File: config.mk
export PLATFORM = sky130hd
export DESIGN_NAME = event_log_formatter_flat
export DESIGN_NICKNAME = d
export VERILOG_FILES = /design/src/rtl/event_log_formatter_if.sv /design/src/rtl/event_log_formatter.sv /design/src/flat_wrapper.sv
export SDC_FILE = /design/constraint.sdc
export NUM_CORES = 1
export LEC_CHECK = 0
export CAP_MARGIN = 20
export CORE_ASPECT_RATIO = 1.1
export CORE_MARGIN = 3
export CORE_UTILIZATION = 40
export DETAILED_ROUTE_END_ITERATION = 10
export PLACE_DENSITY = 0.65
export SYNTH_ARGS = -nofsm -noshare
export SYNTH_HDL_FRONTEND = slang
export SYNTH_SLANG_ARGS = --single-unit
File: constraint.sdc
create_clock -name clk -period 7.8 [get_ports clk]
set_input_delay 0.78 -clock clk [delete_from_list [all_inputs] [get_ports clk]]
set_output_delay 0.78 -clock clk [all_outputs]
set_load 0.05 [all_outputs]
File: src/rtl/event_log_formatter_if.sv
// Event record in / ASCII byte out bundle for the event log formatter.
// Ports: in_* record handshake, tx_* byte stream, busy status.
interface event_log_formatter_if #(
    parameter int ID_W = 16,
    parameter int TS_W = 64
);
    logic            in_valid;
    logic            in_ready;
    logic [ID_W-1:0] in_id;
    logic [TS_W-1:0] in_start_ts;
    logic [TS_W-1:0] in_end_ts;
    logic [TS_W-1:0] in_delta;
    logic            tx_valid;
    logic            tx_ready;
    logic [7:0]      tx_data;
    logic            busy;

    modport master (
        output in_valid, in_id, in_start_ts,
        output in_end_ts, in_delta, tx_ready,
        input  in_ready, tx_valid, tx_data, busy
    );

    modport slave (
        input  in_valid, in_id, in_start_ts,
        input  in_end_ts, in_delta, tx_ready,
        output in_ready, tx_valid, tx_data, busy
    );
endinterface

File: src/rtl/event_log_formatter.sv
// Prints one event record per line as uppercase hex text on a byte stream.
// Ports: clk, rst_n (async, active low), bus (slave: in_* / tx_* / busy).
// Option: define LOGGER_DELTA_CHECK_EN to append " !" when end-start != delta.
module event_log_formatter #(
    parameter int ID_W = 16,
    parameter int TS_W = 64
) (
    input logic                  clk,
    input logic                  rst_n,
    event_log_formatter_if.slave bus
);
    localparam int MW = (ID_W > TS_W) ? ID_W : TS_W;
    localparam int NW = $clog2(MW / 4 + 1);
    localparam logic [NW-1:0] ID_LAST = NW'(ID_W / 4 - 1);
    localparam logic [NW-1:0] TS_LAST = NW'(TS_W / 4 - 1);

    typedef enum logic [3:0] {
        IDLE, ID, SEP, START, END, DELTA, BSP, BANG, CR, LF
    } state_t;

    state_t          r_state;
    state_t          w_state_nx;
    state_t          w_tail;
    logic            r_armed;
    logic [ID_W-1:0] r_id;
    logic [TS_W-1:0] r_start;
    logic [TS_W-1:0] r_end;
    logic [TS_W-1:0] r_delta;
    logic [NW-1:0]   r_nib;
    logic [NW-1:0]   w_nib_nx;
    logic [1:0]      r_fld;
    logic [1:0]      w_fld_nx;
    logic            w_cap;
    logic            w_hs;
    logic [MW-1:0]   w_field;
    logic [3:0]      w_nibble;
    logic [7:0]      w_hex;

    // in_ready stays low until the first edge after reset release.
    assign bus.in_ready = r_armed && (r_state == IDLE);
    assign bus.tx_valid = (r_state != IDLE);
    assign bus.busy     = (r_state != IDLE);
    assign w_hs         = bus.tx_valid && bus.tx_ready;

`ifdef LOGGER_DELTA_CHECK_EN
    logic r_mis;
    assign w_tail = r_mis ? BSP : CR;
`else
    assign w_tail = CR;
`endif

    always_comb begin
        w_field = '0;
        unique case (r_state)
            ID:      w_field = MW'(r_id);
            START:   w_field = MW'(r_start);
            END:     w_field = MW'(r_end);
            DELTA:   w_field = MW'(r_delta);
            default: w_field = '0;
        endcase
        w_nibble = w_field[{r_nib, 2'b00} +: 4];
        w_hex    = (w_nibble < 4'd10) ? {4'h3, w_nibble}
                                      : 8'h37 + {4'h0, w_nibble};
    end

    always_comb begin
        bus.tx_data = 8'h00;
        unique case (r_state)
            ID, START, END, DELTA: bus.tx_data = w_hex;
            SEP, BSP:              bus.tx_data = 8'h20;
            BANG:                  bus.tx_data = 8'h21;
            CR:                    bus.tx_data = 8'h0D;
            LF:                    bus.tx_data = 8'h0A;
            default:               bus.tx_data = 8'h00;
        endcase
    end

    always_comb begin
        w_state_nx = r_state;
        w_nib_nx   = r_nib;
        w_fld_nx   = r_fld;
        w_cap      = 1'b0;
        unique case (r_state)
            IDLE: begin
                if (bus.in_valid && bus.in_ready) begin
                    w_cap      = 1'b1;
                    w_state_nx = ID;
                    w_nib_nx   = ID_LAST;
                end
            end
            ID, START, END, DELTA: begin
                if (w_hs) begin
                    if (r_nib != '0) begin
                        w_nib_nx = r_nib - NW'(1);
                    end else if (r_state == DELTA) begin
                        w_state_nx = w_tail;
                    end else begin
                        w_state_nx = SEP;
                        if (r_state == ID) w_fld_nx = 2'd0;
                    end
                end
            end
            // r_fld remembers which timestamp field follows this separator.
            SEP: begin
                if (w_hs) begin
                    w_nib_nx = TS_LAST;
                    w_fld_nx = r_fld + 2'd1;
                    if (r_fld == 2'd0)      w_state_nx = START;
                    else if (r_fld == 2'd1) w_state_nx = END;
                    else                    w_state_nx = DELTA;
                end
            end
            BSP:  if (w_hs) w_state_nx = BANG;
            BANG: if (w_hs) w_state_nx = CR;
            CR:   if (w_hs) w_state_nx = LF;
            LF:   if (w_hs) w_state_nx = IDLE;
            default: w_state_nx = IDLE;
        endcase
    end

    always_ff @(posedge clk or negedge rst_n) begin
        if (!rst_n) begin
            r_state <= IDLE;
            r_armed <= 1'b0;
            r_nib   <= '0;
            r_fld   <= '0;
            r_id    <= '0;
            r_start <= '0;
            r_end   <= '0;
            r_delta <= '0;
        end else begin
            r_state <= w_state_nx;
            r_armed <= 1'b1;
            r_nib   <= w_nib_nx;
            r_fld   <= w_fld_nx;
            if (w_cap) begin
                r_id    <= bus.in_id;
                r_start <= bus.in_start_ts;
                r_end   <= bus.in_end_ts;
                r_delta <= bus.in_delta;
            end
        end
    end

`ifdef LOGGER_DELTA_CHECK_EN
    always_ff @(posedge clk or negedge rst_n) begin
        if (!rst_n) begin
            r_mis <= 1'b0;
        end else if (w_cap) begin
            r_mis <= (bus.in_end_ts - bus.in_start_ts) != bus.in_delta;
        end
    end
`endif
endmodule

File: src/flat_wrapper.sv
// flat-port wrapper written by rule: the top's interface ports become plain ports
module event_log_formatter_flat 
#(
    parameter int ID_W = 16,
    parameter int TS_W = 64
)
  (clk, rst_n, bus_in_valid, bus_in_id, bus_in_start_ts, bus_in_end_ts, bus_in_delta, bus_tx_ready, bus_in_ready, bus_tx_valid, bus_tx_data, bus_busy);
  event_log_formatter_if #(.ID_W(ID_W), .TS_W(TS_W)) bus_i ();
  input logic clk;
  input logic rst_n;
  input wire logic [$bits(bus_i.in_valid)-1:0] bus_in_valid;
  input wire logic [$bits(bus_i.in_id)-1:0] bus_in_id;
  input wire logic [$bits(bus_i.in_start_ts)-1:0] bus_in_start_ts;
  input wire logic [$bits(bus_i.in_end_ts)-1:0] bus_in_end_ts;
  input wire logic [$bits(bus_i.in_delta)-1:0] bus_in_delta;
  input wire logic [$bits(bus_i.tx_ready)-1:0] bus_tx_ready;
  output wire logic [$bits(bus_i.in_ready)-1:0] bus_in_ready;
  output wire logic [$bits(bus_i.tx_valid)-1:0] bus_tx_valid;
  output wire logic [$bits(bus_i.tx_data)-1:0] bus_tx_data;
  output wire logic [$bits(bus_i.busy)-1:0] bus_busy;
  assign bus_i.in_valid = bus_in_valid;
  assign bus_i.in_id = bus_in_id;
  assign bus_i.in_start_ts = bus_in_start_ts;
  assign bus_i.in_end_ts = bus_in_end_ts;
  assign bus_i.in_delta = bus_in_delta;
  assign bus_i.tx_ready = bus_tx_ready;
  assign bus_in_ready = bus_i.in_ready;
  assign bus_tx_valid = bus_i.tx_valid;
  assign bus_tx_data = bus_i.tx_data;
  assign bus_busy = bus_i.busy;
  event_log_formatter #(.ID_W(ID_W), .TS_W(TS_W)) u_core (.clk(clk), .rst_n(rst_n), .bus(bus_i));
endmodule
Word level (Yosys, flattened, before mapping)
Cells that the tools add are included.
{ "op_classes": {"div": 0, "shift": 1, "n_lt_le_gt_ge": 1, "reduce_logical": 14, "eq_ne": 21, "multipliers": 0, "n_bitwise": 0, "mux": 28, "add_sub_neg": 3} }
{ "op_table": {"columns": ["cell", "count"], "rows": [
  ["$pmux W64 S4", 1],
  ["$shiftx A64 B8 Y4", 1],
  ["$mux W4", 10],
  ["$pmux W8 S5", 1],
  ["$pmux W4 S7", 1],
  ["$mux W5", 4],
  ["$eq A4 B3 Y1 const B", 4],
  ["$ne A2 B1 Y1 const B", 8],
  ["$pmux W5 S3", 1],
  ["$mux W2", 5],
  ["$eq A4 B2 Y1 const B", 2],
  ["$eq A4 B4 Y1 const B", 2],
  ["$mux W8", 1],
  ["$reduce_and A8 Y1", 1],
  ["$add A6 B4 Y7 const A", 1],
  ["$ne A2 B2 Y1 const B", 3],
  ["$reduce_and A6 Y1", 1],
  ["$reduce_and A5 Y1", 1],
  ["$reduce_bool A5 Y1", 1],
  ["$sub A5 B1 Y5 const B", 1],
  ["$eq A4 B1 Y1 const B", 1],
  ["$logic_not A4 Y1", 1],
  ["$lt A4 B4 Y1 const B", 1],
  ["$pmux W2 S2", 1],
  ["other kinds (10)", 14]
]} }
{ "totals": {"in_bits": 212, "latchBits": 0, "rom_bits": 0, "word_cells": 76, "mem_bits_rw": 0, "ff_bits": 220, "n_memories": 0} }

Depth between registers and ports, before layout
Gate-level depths: netlist (run 1).
{ "logic_depth": {"word_depth": 6, "mapped_depth": 12, "ltp_nobuf": 9} }

Least setup slack after synthesis (run 1)
Ideal clock, no wire load.
{ "synth_timing": {"kind": "flip-flop to output port", "start": "register u_core.r_state[0]", "end": "output port bus_tx_data[5]", "required_time_ns": 7.020, "t_arrival_ns": 3.156, "n_path_buf": 3, "stages_incl_launch_ff": 12, "slack_ns": 3.864, "cell_sequence": "dfrtp_1 > buf_4 > and4bb_1 > buf_2 > buf_6 > a221oi_2 > o31ai_1 > a32oi_1 > o311ai_1 > and3_4 > nor2b_2 > nor3_1"} }
{ "synth_via": {"elab_chain_len": 6, "word_cells_on_any_way": 17} }
{ "synth_rtl": {"columns": ["item", "line_no", "source"], "rows": [
  ["start: declaration", "event_log_formatter.sv:21", "state_t r_state;"],
  ["start signal: assignment", "event_log_formatter.sv:132", "r_state <= w_state_nx;"],
  ["$eq A4 B3 Y1, or another cell as far along", "event_log_formatter.sv:54, event_log_formatter.sv:68", null],
  ["$pmux W64 S4", "event_log_formatter.sv:54", "unique case (r_state)"],
  ["$shiftx A64 B8 Y4", "event_log_formatter.sv:61", "w_nibble = w_field[{r_nib, 2'b00} +: 4];"],
  ["$add A6 B4 Y7 or $lt A4 B4 Y1 (tied branches)", "event_log_formatter.sv:63, event_log_formatter.sv:62", null],
  ["$mux W8", "event_log_formatter.sv:62", "w_hex = (w_nibble < 4'd10) ? {4'h3, w_nibble}"],
  ["$pmux W8 S5 (*)", "event_log_formatter.sv:68", "unique case (r_state)"],
  ["end: declaration", "flat_wrapper.sv:19", "output wire logic [$bits(bus_i.tx_data)-1:0] bus_tx_data;"]
]} }
Mark *: on every way between the ends. The rest lies on a longest branch, timed or not.

Final worst setup path (run 1)
{ "layout_timing": {"start": "register u_core.r_state[3]", "end": "output port bus_tx_data[0]"} }
Same word-level chain as after synthesis.

==> results of run 1 <==
## kinds of logic (layout without fill, tap and decap cells)
kind of cell / Yosys count / after routing / share of synthesized area (%)
AO/OA/AOI/OAI: 178 / 178 / 10.9
adder cells (fa/ha/maj): 4 / 4 / 0.461
buffers and inverters: 102 / 284 / 4.71
flip-flops: 220 / 220 / 50.7
multiplexers: 41 / 41 / 4.25
other: 2 / 2 / 0.0691
AND/OR/NAND/NOR: 764 / 764 / 28.9
## cell usage in the layout (no fill, tap or decap), types with 15 or more instances in the layout
cell             count
o21ai_0             32
nor2_1              32
a22oi_1             25
a21oi_1             46
dfrtp_1            219
mux2i_1             21
a221oi_1            15
clkdlybuf4s50_1    220
nand3_1             16
clkbuf_16           25
nand2_1            648
## worst max-delay path by stage
stage / from / to / cells past startpoint
floorplan: u_core.r_state[0] / bus_tx_data[5] / 11
finish: u_core.r_state[3] / bus_tx_data[0] / 9
global placement: u_core.r_state[3] / bus_tx_data[0] / 9
detailed placement: u_core.r_state[2] / bus_tx_data[0] / 10
CTS: u_core.r_state[2] / bus_tx_data[0] / 10
global route: u_core.r_state[3] / bus_tx_data[0] / 9
## where the power goes
group / total, mW / internal [mW] / leakage [nW] / switching, mW
clock: 1.22 / 0.752 / 0.403 / 0.464
combinational: 2.09 / 0.780 / 3.50 / 1.31
sequential: 2.01 / 1.65 / 2.76 / 0.361
total: 5.32 / 3.19 / 6.66 / 2.13
## cell usage after synthesis, types with 11 or more instances
| cell | instances |
|---|---|
| a221oi_1 | 15 |
| clkbuf_1 | 43 |
| a22oi_1 | 25 |
| o21ai_0 | 32 |
| nor2_1 | 32 |
| mux2i_1 | 21 |
| mux2_2 | 11 |
| nand2_1 | 648 |
| dfrtp_1 | 220 |
| nand3_1 | 17 |
| buf_2 | 28 |
| a21oi_1 | 46 |
## routing by layer
layer	vias to the layer above	global-route usage (%)	share of wire [%]
met5	-	0	0
met4	0	4.62	1.6
met3	44	3.47	6.8
met2	349	37.3	46
met1	4653	34.5	46
li1	4649	-	-
## flip-flops by register name, summed over array words and instances, names as in the netlist
name	cells
u_core.r_start	64
u_core.r_delta	64
u_core.r_state	4
u_core.r_nib	5
u_core.r_fld	2
u_core.r_end	64
u_core.r_id	16
u_core.r_armed	1
## cell type report
cell class	count	share of cell area, %
Clock buffer	34	4.99
Inverter	9	0.241
Sequential cell	220	39.3
Clock inverter	7	1.00
Multi-Input combinational cell	989	34.8
Tap cell	352	3.14
Timing Repair Buffer	234	16.5
## stage by stage
step,hold slack (ns),instances,instance area (µm²),setup slack (ns)
CTS,0.301,1844,14000,1.95
detailed placement,0.457,1803,13200,2.53
floorplan,0.437,1311,10900,3.86
global placement,0.453,1803,13200,2.67
finish,0.264,1845,14000,2.03
global route,0.324,1845,14000,1.83
==> results_dict.tcl, run 1 <==
set metrics [dict create \
    nets 1694 \
    port_buffers 221 \
    first_iter_violations 788 \
    rows 62 \
    synth.net_count 1527 \
    r2r_start "u_core.r_state[0]" \
    clock_latency_ns 0.52 \
    regArea_mm2 0.00551 \
    timing.slew.headroom_pct 26.5 \
    drc 0 \
    drv_cap 0 \
    hold_violations 0 \
    postSynth.asyncResetShare_pct 100 \
    cts_tree "built" \
    globalRouteTotalUtil_pct 23.5 \
    synth_top_area_share_pct 50.7 \
    drtAntennaViolNets 0 \
    fin_tns_setup_ns 0 \
    tightestPinTransition_ns 1.10 \
    worstSetupPathType "reg2out" \
    synthFlopType "dfrtp_1" \
    rsz0062_at_grt "no" \
    die_y_um 179 \
    critPathMaxFanout 41 \
    cts_num_sinks 220 \
    status "complete, no violations" \
    arrival_ns 4.99 \
    ir_worst_vdd_mv 0.232 \
    p_leak_nw 6.66 \
    grt_pass1_wl_um 53900 \
    critical_path.top_delay_family "simple AND/OR/NAND/NOR gates" \
    num_antenna_cells 0 \
    grt_pass1_vias 9663 \
    setup_viol 0 \
    multiInputGateArea_mm2 0.00487 \
    antenna_found_initial 0 \
    cts_buffers 24 \
    synth_top_area_cell "dfrtp_1" \
    endpoint_kind "primary output" \
    syn_avg_cell_area_um2 8.29 \
    fill_cells 2503 \
    reg2reg_depth 6 \
    die_area_mm2 0.0292 \
    synth_area_leaders "dfrtp_1 51%, nand2_1 22%, a21oi_1 2.1%, mux2i_1 1.9%, a22oi_1 1.7%" \
    timing.final.crit_share_pct 74.0 \
    drive_gt1_share_pct 5.56 \
    r2r_end "u_core.r_end[19]" \
    postSynthCellCount 1311 \
    ctsHoldBuffers 0 \
    critPathLaunchType "flop" \
    clk_pin_slew_ns 0.06 \
    area_growth_pct 28.9 \
    critPathSlowestCell "and4bb_2" \
    cts_root_buf "clkbuf_16" \
    yosysWarnings 0 \
    r2r_slack_ns 4.45 \
    path_cells "and4bb_2 > a221oi_1 > nor4_1 > nor3_1 > a221oi_2 > a31oi_1 > nor2b_2 > mux2_4 > clkdlybuf4s50_1" \
    worst-path-buf-inv 1 \
    finalPower_mw 5.32 \
    drv_slew 0 \
    pin_count 223 \
    wl_um 34600 \
    dr.pass1.iters 5 \
    period_minus_slack_ns 5.77 \
    overflow 0 \
    post_cts_buffers 0 \
    cts_resized 0 \
    synth-edff-count 0 \
    final_core_util_pct 53.0 \
    cts.path.max_buffers 3 \
    hold_path.class "in2async" \
    coreArea_mm2 0.0265 \
    vias_per_cell 5.25 \
    yosysSeqAreaShare_pct 50.7 \
    start_util_pct 41.1 \
    clock_skew_ns 0.0123 \
    dp_hpwl_um 23600 \
    p_per_area_mw_per_mm2 380 \
    gp_congestion 0.908 \
    slowest_delay_ns 1.16 \
    clock.fmax_ghz 0.173 \
    cp.required_ns 7.02 \
    htree_levels 1 \
    syn-cell-area_mm2 0.0109 \
    grt_max_degree 99 \
    wl_per_cell_um 18.7 \
    vias 9695 \
    ys_seq_elements 220 \
    synth_cell_types 68 \
    chipWidth_um 163 \
]
(Power assumes the default switching activity.)
==> inputs of run 2 (changes only) <==
Settings changed: PLACE_DENSITY 0.65 to 0.67.
Clock period 7.8 ns to 5.18 ns, I/O delays scaled along.
==> run 2 against run 1 <==
The run now ends with negative hold slack left. Count of clock-buffer cells in the layout did not move. Sequential power up 55%. Critical path depth unchanged. Flip-flop and latch count is the same. Worst setup slack got worse by 1.6 ns. Clock skew decreased by 0.0011 ns. Cell count about the same. Hold slack worse by 0.28 ns. Register-to-register slack lost 2.6 ns. Die area stayed put. Wire length fell by 3.3%.
==> results_dict.tcl, run 2 (synthesis gave the netlist of run 1 again) <==
set metrics [dict create \
    status "complete, but fails checks" \
    violations "negative hold slack" \
    hold_violations 7 \
    finalPower_mw 7.91 \
    preCtsSetupSlack_ns 1.14 \
    fin_tns_setup_ns 0 \
    reg_top3 "u_core.r_delta (64), u_core.r_end (64), u_core.r_start (64)" \
    worstSetupPathType "reg2out" \
    dp_hpwl_um 23500 \
    cts_tree "built" \
    cts_resized 0 \
    nets 1695 \
    grt_max_degree 133 \
    globalRouteTotalUtil_pct 22.3 \
    p_leak_nw 6.67 \
    first_iter_violations 996 \
    tightestPinTransition_ns 0.958 \
    clock_latency_ns 0.52 \
    critPathMaxFanout 41 \
    arrival_ns 4.19 \
    r2r_end "u_core.r_start[34]" \
    critPathSlowestCell "and4bb_2" \
    start_util_pct 41.1 \
    dp.cells 1805 \
    ctsHoldBuffers 0 \
    hold_slack_ns -0.0196 \
    drtAntennaViolNets 0 \
    p_per_area_mw_per_mm2 566 \
    drv_cap 0 \
    clk_pin_slew_ns 0.06 \
    coreArea_mm2 0.0265 \
    final_cells 1844 \
    clock.fmax_ghz 0.213 \
    clock_skew_ns 0.0112 \
    pin_count 223 \
    cts_num_sinks 220 \
    gr-usage-met3_pct 3.21 \
    critPathLaunchType "flop" \
    final_cell_mix "648 x nand2_1, 219 x dfrtp_1, 213 x clkdlybuf4s50_1" \
    area_growth_pct 28.7 \
    vias_per_cell 5.25 \
    num_antenna_cells 0 \
    wl_um 33400 \
    grt.busiest_layer "met2" \
    slowest_delay_ns 0.97 \
    drc 0 \
    post_cts_buffers 0 \
    timing.slew.headroom_pct 36.1 \
    hold_path.class "in2async" \
    final_common_cell "nand2_1" \
    cts_buffers 24 \
    finalWorstSetupSlack_ns 0.477 \
    antenna_found_initial 0 \
    setup_viol 0 \
    port_buffers 221 \
    endpoint_kind "primary output" \
    period_minus_slack_ns 4.70 \
    r2r_slack_ns 1.83 \
    reg2reg_depth 6 \
    vias 9679 \
    drive_gt1_share_pct 6.03 \
    path_cells "and4bb_2 > a221oi_1 > nor4_1 > nor3_1 > a221oi_2 > a31oi_1 > nor2b_2 > mux2_4 > buf_4" \
    gp_congestion 0.921 \
    r2r_start "u_core.r_state[0]" \
    rows 62 \
    wl_per_cell_um 18.1 \
    rsz0062_at_grt "no" \
    cts_root_buf "clkbuf_16" \
    chipWidth_um 163 \
    dr.pass1.iters 7 \
    use_met1_pct 32.5 \
    htree_levels 1 \
    grt_use_met2_pct 35.0 \
    grt_pass1_wl_um 51700 \
    timing.final.crit_share_pct 90.8 \
    die_area_mm2 0.0292 \
    drv_slew 0 \
    ir_worst_vdd_mv 0.374 \
    die_y_um 179 \
    cts.path.max_buffers 3 \
    cp.required_ns 4.66 \
    overflow 0 \
    grt_pass1_vias 9505 \
]
[run 2: cell type report]
| type | count | area (µm²) |
|---|---|---|
| Clock inverter | 5 | 52.6 |
| Fill cell | 2461 | 12500 |
| Multi-Input combinational cell | 989 | 4870 |
| Sequential cell | 220 | 5510 |
| Tap cell | 352 | 440 |
| Clock buffer | 34 | 709 |
| Timing Repair Buffer | 235 | 2370 |
| Inverter | 9 | 33.8 |
[run 2: worst max-delay path, delay by kind of cell (launching register included)]
family,cells,cell delay [ns]
AO/OA/AOI/OAI,3,0.72
buffers and inverters,1,0.19
flip-flops,1,0.65
multiplexers,1,0.34
AND/OR/NAND/NOR,4,1.77
[run 2: how the worst max path moves through the flow]
stage,cells past startpoint,slack [ns],endpoint,startpoint
floorplan,11,1.51,bus_tx_data[5],u_core.r_state[0]
global placement,9,1.26,bus_tx_data[0],u_core.r_state[1]
detailed placement,9,1.14,bus_tx_data[0],u_core.r_state[1]
CTS,9,0.57,bus_tx_data[0],u_core.r_state[1]
global route,9,0.29,bus_tx_data[1],u_core.r_state[1]
finish,9,0.48,bus_tx_data[0],u_core.r_state[1]
[run 2: stage by stage]
| stage | area (µm²) | utilization, % |
|---|---|---|
| 3_3_place_gp | 13200 | 50.0 |
| 5_1_grt | 14000 | 52.9 |
| 3_5_place_dp | 13200 | 50.0 |
| 6_report | 14000 | 52.9 |
| 2_1_floorplan | 10900 | - |
| 4_1_cts | 14000 | 52.9 |
[run 2: per-layer routing]
metal  share of wire, %  vias to the layer above
li1                   -                     4643
met1                 45                     4599
met2                 45                      385
met3                7.2                       52
met4                2.6                        0
met5                  0                        -
[run 2: power breakdown]
group          switching, mW  internal [mW]  total, mW
combinational           1.91           1.21       3.12
sequential             0.624           2.49       3.12
clock                  0.681          0.993       1.67
